## config.mk

```make
export PLATFORM = sky130hd
export DESIGN_NAME = icache_flat
export DESIGN_NICKNAME = d
export VERILOG_FILES = /design/src/rtl/icache_if.sv /design/src/rtl/icache.sv /design/src/flat_wrapper.sv
export SDC_FILE = /design/constraint.sdc
export NUM_CORES = 2
export LEC_CHECK = 0
export ABC_AREA = 0
export CORE_MARGIN = 2
export CORE_UTILIZATION = 30
export CTS_CLUSTER_DIAMETER = 40
export CTS_CLUSTER_SIZE = 20
export DETAILED_ROUTE_END_ITERATION = 16
export DONT_BUFFER_PORTS = 1
export PLACE_DENSITY_LB_ADDON = 0.3
export SETUP_SLACK_MARGIN = 0.1
export SYNTH_ARGS = -nofsm -noshare
export SYNTH_HDL_FRONTEND = slang
export SYNTH_SLANG_ARGS = --single-unit
```

## constraint.sdc

```tcl
create_clock -name clk -period 5.7 [get_ports clk]
set_clock_uncertainty 0.15 [all_clocks]
set_input_delay 0.57 -clock clk [delete_from_list [all_inputs] [get_ports clk]]
set_output_delay 0.57 -clock clk [all_outputs]
set_load 0.01 [all_outputs]
```

## src/rtl/icache_if.sv

```systemverilog
// icache_if: fetch-side and memory-side handshake bundle of the instruction cache
interface icache_if;
  logic        from_if_valid;
  logic [31:0] from_if_pc;
  logic        to_if_ready;
  logic [31:0] to_if_inst;
  logic        to_mem_req;
  logic [31:0] to_mem_addr;
  logic        from_mem_ready;
  logic [31:0] from_mem_data;
  modport master(
    output from_if_valid, from_if_pc, from_mem_ready, from_mem_data,
    input  to_if_ready, to_if_inst, to_mem_req, to_mem_addr
  );
  modport slave(
    input  from_if_valid, from_if_pc, from_mem_ready, from_mem_data,
    output to_if_ready, to_if_inst, to_mem_req, to_mem_addr
  );
endinterface

```

## src/rtl/icache.sv

```systemverilog
// icache: direct-mapped one-word-per-line instruction cache with clear-cancellable miss handling
module icache #(
  parameter int INDEX_BITS = 6
) (
  input logic      clk,
  input logic      rst,
  input logic      rdy,
  input logic      clear,
  icache_if.slave  b
);
  localparam int LINES = 1 << INDEX_BITS;
  localparam int TW = 30 - INDEX_BITS;
  typedef enum logic [1:0] {IDLE, MISS, DROP} state_t;
  state_t                  state_q, state_d;
  logic [LINES-1:0]        valid_q, valid_d;
  logic [TW-1:0]           tag_q [LINES];
  logic [31:0]             data_q [LINES];
  logic                    ready_q, ready_d;
  logic [31:0]             inst_q, inst_d;
  logic                    req_q, req_d;
  logic [31:0]             addr_q, addr_d;
  logic [INDEX_BITS-1:0]   midx_q, midx_d;
  logic [TW-1:0]           mtag_q, mtag_d;
  logic [INDEX_BITS-1:0]   idx;
  logic [TW-1:0]           tag;
  logic                    hit;
  logic                    fill;
  assign idx  = b.from_if_pc[INDEX_BITS+1:2];
  assign tag  = b.from_if_pc[31:INDEX_BITS+2];
  assign hit  = valid_q[idx] && tag_q[idx] == tag;
  assign fill = state_q == MISS && !clear && b.from_mem_ready;
  always_comb begin
    state_d = state_q;
    valid_d = valid_q;
    ready_d = 1'b0;
    inst_d  = inst_q;
    req_d   = req_q;
    addr_d  = addr_q;
    midx_d  = midx_q;
    mtag_d  = mtag_q;
    case (state_q)
      IDLE: if (b.from_if_valid && !ready_q && !clear) begin
        if (hit) begin
          ready_d = 1'b1;
          inst_d  = data_q[idx];
        end else begin
          req_d   = 1'b1;
          addr_d  = b.from_if_pc & ~32'd3;
          midx_d  = idx;
          mtag_d  = tag;
          state_d = MISS;
        end
      end
      MISS: if (clear) begin
        req_d   = 1'b0;
        state_d = DROP;
      end else if (fill) begin
        valid_d[midx_q] = 1'b1;
        ready_d = 1'b1;
        inst_d  = b.from_mem_data;
        req_d   = 1'b0;
        addr_d  = '0;
        state_d = IDLE;
      end
      default: state_d = IDLE;
    endcase
  end
  always_ff @(posedge clk) begin
    if (rst) begin
      state_q <= IDLE;
      valid_q <= '0;
      ready_q <= 1'b0;
      inst_q  <= '0;
      req_q   <= 1'b0;
      addr_q  <= '0;
      midx_q  <= '0;
      mtag_q  <= '0;
    end else if (rdy) begin
      state_q <= state_d;
      valid_q <= valid_d;
      ready_q <= ready_d;
      inst_q  <= inst_d;
      req_q   <= req_d;
      addr_q  <= addr_d;
      midx_q  <= midx_d;
      mtag_q  <= mtag_d;
    end
  end
  always_ff @(posedge clk) begin
    if (!rst && rdy && fill) begin
      tag_q[midx_q]  <= mtag_q;
      data_q[midx_q] <= b.from_mem_data;
    end
  end
  assign b.to_if_ready = ready_q;
  assign b.to_if_inst  = inst_q;
  assign b.to_mem_req  = req_q;
  assign b.to_mem_addr = addr_q;
endmodule

```

## src/flat_wrapper.sv

```systemverilog
// flat-port wrapper written by rule: the top's interface ports become plain ports
module icache_flat 
#(
  parameter int INDEX_BITS = 6
)
  (clk, rst, rdy, clear, b_from_if_valid, b_from_if_pc, b_from_mem_ready, b_from_mem_data, b_to_if_ready, b_to_if_inst, b_to_mem_req, b_to_mem_addr);
  icache_if b_i ();
  input logic clk;
  input logic rst;
  input logic rdy;
  input logic clear;
  input wire logic [$bits(b_i.from_if_valid)-1:0] b_from_if_valid;
  input wire logic [$bits(b_i.from_if_pc)-1:0] b_from_if_pc;
  input wire logic [$bits(b_i.from_mem_ready)-1:0] b_from_mem_ready;
  input wire logic [$bits(b_i.from_mem_data)-1:0] b_from_mem_data;
  output wire logic [$bits(b_i.to_if_ready)-1:0] b_to_if_ready;
  output wire logic [$bits(b_i.to_if_inst)-1:0] b_to_if_inst;
  output wire logic [$bits(b_i.to_mem_req)-1:0] b_to_mem_req;
  output wire logic [$bits(b_i.to_mem_addr)-1:0] b_to_mem_addr;
  assign b_i.from_if_valid = b_from_if_valid;
  assign b_i.from_if_pc = b_from_if_pc;
  assign b_i.from_mem_ready = b_from_mem_ready;
  assign b_i.from_mem_data = b_from_mem_data;
  assign b_to_if_ready = b_i.to_if_ready;
  assign b_to_if_inst = b_i.to_if_inst;
  assign b_to_mem_req = b_i.to_mem_req;
  assign b_to_mem_addr = b_i.to_mem_addr;
  icache #(.INDEX_BITS(INDEX_BITS)) u_core (.clk(clk), .rst(rst), .rdy(rdy), .clear(clear), .b(b_i));
endmodule
```

Word-level counts from Yosys, hierarchy flattened:

Memories as Yosys holds them, arrays and structs flattened.
Index checks and enable logic that the tools add are counted.

* flip-flop bits (word level): 162
* bits of input ports: 70
* RAM bits: 3584
* memories kept: 2
* output and inout bits: 66

* bitwise operators: 3
* mux-type cells: 31
* equal/unequal tests: 8
* order comparisons: 3
* reduce and logical (&&, ||, !) cells: 19

Memory list
* u_core.data_q: depth 64, bits a word 32, read ports 1, clocked after memory_dff 0, wr ports 1, line icache.sv:17 `logic [31:0] data_q [LINES];`
* u_core.tag_q: depth 64, bits a word 24, read ports 1, clocked after memory_dff 0, wr ports 1, line icache.sv:16 `logic [TW-1:0] tag_q [LINES];`

Operators with widths (number)
* 32-bit 2-to-1 mux: 8
* 32-bit case mux with 2 select lines: 2
* 64-bit bitwise OR: 1
* 24-bit == test: 1
* 6-bit by 7-bit < comparator with 1-bit output, second input constant: 2
* 1-bit 2-to-1 mux: 12
* 4-bit AND reduction: 3
* 6-bit AND reduction: 2
* 1-bit logical AND: 8
* 2-bit 2-to-1 mux: 4
* 1-bit binary-select mux with 6-bit select: 1
* 1-bit demux with 6-bit select: 1
* 6-bit by 1-bit >= comparator with 1-bit output, second input constant: 1
* 2-bit by 1-bit != test with 1-bit output, second input constant: 3
* 5-bit AND reduction: 1
* 2-bit != test, second input constant: 2
* 1-bit case mux with 2 select lines: 2
* 2-bit case mux with 2 select lines: 1
* 1-bit zero test: 3
* 3-bit by 2-bit != test with 1-bit output, second input constant: 1
* 2-bit by 1-bit == test with 1-bit output, second input constant: 1
* 2-bit zero test: 1
* 1-bit NOT: 2
* 2-bit nonzero test: 1

Longest topological paths before layout:

* depth in word-level cells: 6
* depth in mapped cells: 18
* gate-level depth less buffers: 10

Worst setup path before layout:

OpenSTA, ideal clock, no wires.

* path type: flip-flop to flip-flop
* from: register u_core.state_q[0]
* to: memory u_core.data_q[42][0], enable pin
* arrival time: 4227 ps
* buffers on the path: 2
* path slack: 851 ps
* cell stages (with the launch flop): 9
* library setup time: 472 ps
* path through: dfxtp_1 -> clkbuf_1 -> nor2b_1 -> clkbuf_1 -> nand2_1 -> nor3_1 -> nor2b_1 -> nand3b_1 -> nor2_1

* word-level cells in the longest chain between the ends: 6

Ends and longest elaborated chain
* start: declaration: line icache.sv:14 `state_t state_q, state_d;`
* start signal: assignment: line icache.sv:79 `state_q <= state_d;`
* 2-bit by 1-bit == test with 1-bit output: line icache.sv:31 `assign fill = state_q == MISS && !clear && b.from_mem_ready;`
* 1-bit logical AND (2 in series): line icache.sv:31
* 1-bit logical AND: line icache.sv:90 `if (!rst && rdy && fill) begin`
* 1-bit 2-to-1 mux: line icache.sv:90
* 1-bit 2-to-1 mux (not written as such): line icache.sv:92 `data_q[midx_q] <= b.from_mem_data;`
* end: declaration: line icache.sv:17

Every way passes these cells.

Worst setup path after layout:

* from: input port b_from_if_pc[2]
* to: register u_core.addr_q[29], in the netlist u_core.b.to_mem_addr[29]

* word-level cells in the longest chain between the ends: 5

Ends and longest elaborated chain
* start: declaration: line flat_wrapper.sv:13 `input wire logic [$bits(b_i.from_if_pc)-1:0] b_from_if_pc;`
* memory read 64 x 24 bit / 1-bit binary-select mux with 6-bit select (equally long branches)
* 24-bit == test / 1-bit 2-to-1 mux (equally long branches): line icache.sv:30 `assign hit = valid_q[idx] && tag_q[idx] == tag;`
* 1-bit logical AND *: line icache.sv:30
* 2-bit != test (no source line) *
* 6-bit AND reduction (no source line) *
* end signal: assignment: line icache.sv:84 `addr_q <= addr_d;`
* end: declaration: line icache.sv:21 `logic [31:0] addr_q, addr_d;`

Mark *: on every way between the ends. The rest lies on a longest branch, timed or not. The select of a mux whose other input is x is not followed.
A chain may end at the register's enable or synchronous reset.

==> flow_metrics.tcl <==
set metrics [dict create \
    run_status "finished clean" \
    numPortBuffers 0 \
    cts_root_buf "sky130_fd_sc_hd__clkbuf_16" \
    clock_path_buffers 4 \
    drt_first_iter_violations 9953 \
    netlist_top_cells_area "sky130_fd_sc_hd__edfxtp_1 (75%), sky130_fd_sc_hd__mux4_2 (15%), sky130_fd_sc_hd__dfxtp_1 (2.2%), sky130_fd_sc_hd__mux2i_1 (1.9%), sky130_fd_sc_hd__nand2_1 (0.55%)" \
    finalHoldViolations 0 \
    placed_cells_incl_taps 12700 \
    place.detailed.hpwl_um 230000 \
    total_number_of_vias 72300 \
    worstSkewPairLatency_ns 0.96 \
    globalplace.congestion 0.814 \
    grt_first_pass_wirelength_um 624000 \
    least_margin_pin_slew_ns 1.47 \
    num_rows 254 \
    routed_wirelength_um 461000 \
    post-route-min-period_ns 5.38 \
    total_core_area_sq_mm 0.478 \
    overflow 0 \
    grt_setup_unrepaired "false" \
    timing.final.crit_share_pct 94.3 \
    lkg_pwr_nw 56.5 \
    power.density_mw_per_mm2 363 \
    vdd_ir_drop_max_mv 0.262 \
    drive_gt1_share_pct 30.7 \
    async_reset_ff_share_pct 0 \
    path_max_fanout 71 \
    synthesis.area_sq_mm 0.144 \
    fin_area_sq_mm 0.171 \
    grt_max_degree 775 \
    final_cells 13600 \
    via_per_inst 5.30 \
    power_mw 61.9 \
    syn-instance-count 6366 \
    drc_errors 0 \
    count_of_yosys_warnings_during_synthesis 0 \
    placed_area_sq_mm 0.153 \
    synth_commonest_cells "sky130_fd_sc_hd__edfxtp_1 (3584), sky130_fd_sc_hd__mux4_2 (974), sky130_fd_sc_hd__mux2i_1 (272)" \
    number_of_search_and_repair_iterations_in_the_first_detailed_routing_pass 6 \
    cts.htree.levels 5 \
    final_nets 6913 \
    yosys.cell_types.count 76 \
    area_growth_from_synthesis_to_final_layout_pct 18.7 \
    antenna_violating_nets_post_route 0 \
    slew-limit-headroom_pct 1.73 \
    grt_usage_pct 18.6 \
    antenna_violations_before_repair 32 \
    die_area_sq_mm 0.485 \
    synth_largest_area_cell "sky130_fd_sc_hd__edfxtp_1" \
    floorplan.initialDensity_pct 30.1 \
    synth_largest_type_area_fraction_pct 74.9 \
    synth_edf_count 3584 \
    worstHoldPathType "input port to flop" \
    syn_avg_cell_area_sq_um 22.6 \
    clock_pin_slew_worst_setup_and_hold_paths_ns 0.06 \
    final-setup-viol-count 0 \
    top_level_ports 136 \
    drv_cap 0 \
    synthFlopType "sky130_fd_sc_hd__edfxtp_1" \
    wl_per_cell_um 33.8 \
    critPathRequiredTime_ns 6.40 \
    fin_tns_setup_ns 0 \
    yosysSeqAreaShare_pct 77.1 \
    max_freq_mhz 186 \
    clock_tree_from_tritoncts "done" \
    numCtsBuffers 441 \
    die-width_um 696 \
    startpoint_type "input port" \
    synth.ff_latch_count 3744 \
    maxSlewViolCount 0 \
    arrival_ns 6.08 \
    worstSetupEndpointType "flop" \
    die_h_um 696 \
    critical_path_class "input port to flop" \
    numClockSinks 3744 \
    postCtsSetupBuffers 0 \
    grt_pass1_vias 72500 \
    yosys.cell_count.top_type "sky130_fd_sc_hd__edfxtp_1" \
]
[final cells by class]
| cell class | instances | area, sq um |
|---|---|---|
| antenna | 17 | 42.5 |
| inverter | 11 | 56.3 |
| multi-input combinational | 2256 | 31600 |
| timing repair buffer | 389 | 4710 |
| fill | 43600 | 307000 |
| clock inverter | 347 | 4010 |
| sequential | 3744 | 111000 |
| tap | 6400 | 8010 |
| clock buffer | 480 | 11400 |
[path summary, 6_finish.rpt]
path	from	endpoint	slack, ns	cells after the start
setup / recovery	b_from_if_pc[2]	u_core.b.to_mem_addr[29]	0.32	17
hold / removal	rst	u_core.midx_q[3]	0.04	3
setup reg to reg	u_core.tag_q[42][13]	u_core.b.to_mem_addr[29]	0.87	14
hold reg to reg	u_core.valid_q[30]	u_core.valid_q[30]	0.30	1
[through the flow]
step | util, % | hold slack (ns) | setup WS [ns]
6_report | 35.7 | 0.0403 | 0.323
5_1_grt | 35.7 | 0.00612 | 0.181
4_1_cts | 35.6 | 0.00245 | 0.219
3_5_place_dp | 32.1 | 0.285 | -1.94
3_3_place_gp | 32.1 | 0.277 | -1.87
2_1_floorplan | - | 0.271 | 0.851
[kinds of logic after synthesis]
kind of cell	after synthesis	synth area share [%]
buffers and inverters	367	1.32
AND/OR/NAND/NOR	541	1.78
flip-flops	3744	77.1
AO/OA/AOI/OAI	392	1.96
XOR/XNOR	22	0.134
other	1	0.00261
multiplexers	1299	17.7
[state kept, by name, indices dropped and copies added (netlist names)]
signal	count
u_core.b.to_mem_addr	30
u_core.b.to_if_inst	32
u_core.mtag_q	24
u_core.valid_q	64
u_core.data_q	2048
u_core.state_q	2
u_core.b.to_mem_req	1
u_core.midx_q	6
u_core.b.to_if_ready	1
u_core.tag_q	1536
[timing repair]
action | 4_1_cts | 5_1_grt
resized for setup | 1 | 1
gates cloned | 3 | 0
pin swaps | 0 | 0
endpoints found under the setup margin | 95 | 45
hold buffers | 100 | 0
endpoints found under the hold margin | 2142 | 0
[power breakdown]
part,internal [mW],switching (mW)
Clock,17.1,12.3
Sequential,30.1,0.106
Combinational,1.03,1.34
Total,48.2,13.7
[per-layer routing]
layer  share of wire (%)  track usage (%)  vias to the layer above
li1                    -                -                    28100
met3                 8.0             3.56                      676
met2                  49             31.1                     3451
met5               0.023                0                        -
met1                  40             24.5                    40000
met4                 3.2             5.62                       14
[cell usage in the layout (no fill, tap or decap), drive strengths merged, types with 8 or more instances in the layout]
master and instances:
clkbuf 480, xor2 10, a22oi 102, o2bb2ai 14
o22ai 27, nor3 21, a21oi 63, nand3 54
edfxtp 3584, o21ai 22, and2 8, nand4 17
nor2 102, clkinvlp 41, mux4 981, bufinv 50
dfxtp 160, a211oi 12, mux2 46, or2 8
nand2b 12, dlygate4sd3 65, a221oi 16, nand2 209
nor2b 68, o221ai 8, inv 131, nor4 12
clkinv 136, a2111oi 8, buf 321, a21o 66
mux2i 272, xnor2 12, diode 17
[worst max-delay path, cell delays in order]
cell and delay, ns:
sky130_fd_sc_hd__buf_16 0.42, sky130_fd_sc_hd__buf_16 0.40, sky130_fd_sc_hd__buf_16 0.35, sky130_fd_sc_hd__mux4_2 0.60, sky130_fd_sc_hd__a32oi_1 0.26, sky130_fd_sc_hd__o2111ai_1 0.19
sky130_fd_sc_hd__nor3_1 0.42, sky130_fd_sc_hd__buf_4 0.20, sky130_fd_sc_hd__xnor2_1 0.10, sky130_fd_sc_hd__nor4_4 0.37, sky130_fd_sc_hd__buf_4 0.19, sky130_fd_sc_hd__nand4_1 0.19
sky130_fd_sc_hd__buf_4 0.20, sky130_fd_sc_hd__or2_2 0.34, sky130_fd_sc_hd__o31ai_4 0.31, sky130_fd_sc_hd__buf_12 0.26, sky130_fd_sc_hd__mux2i_1 0.26
Power figures use the tool's default switching activity.
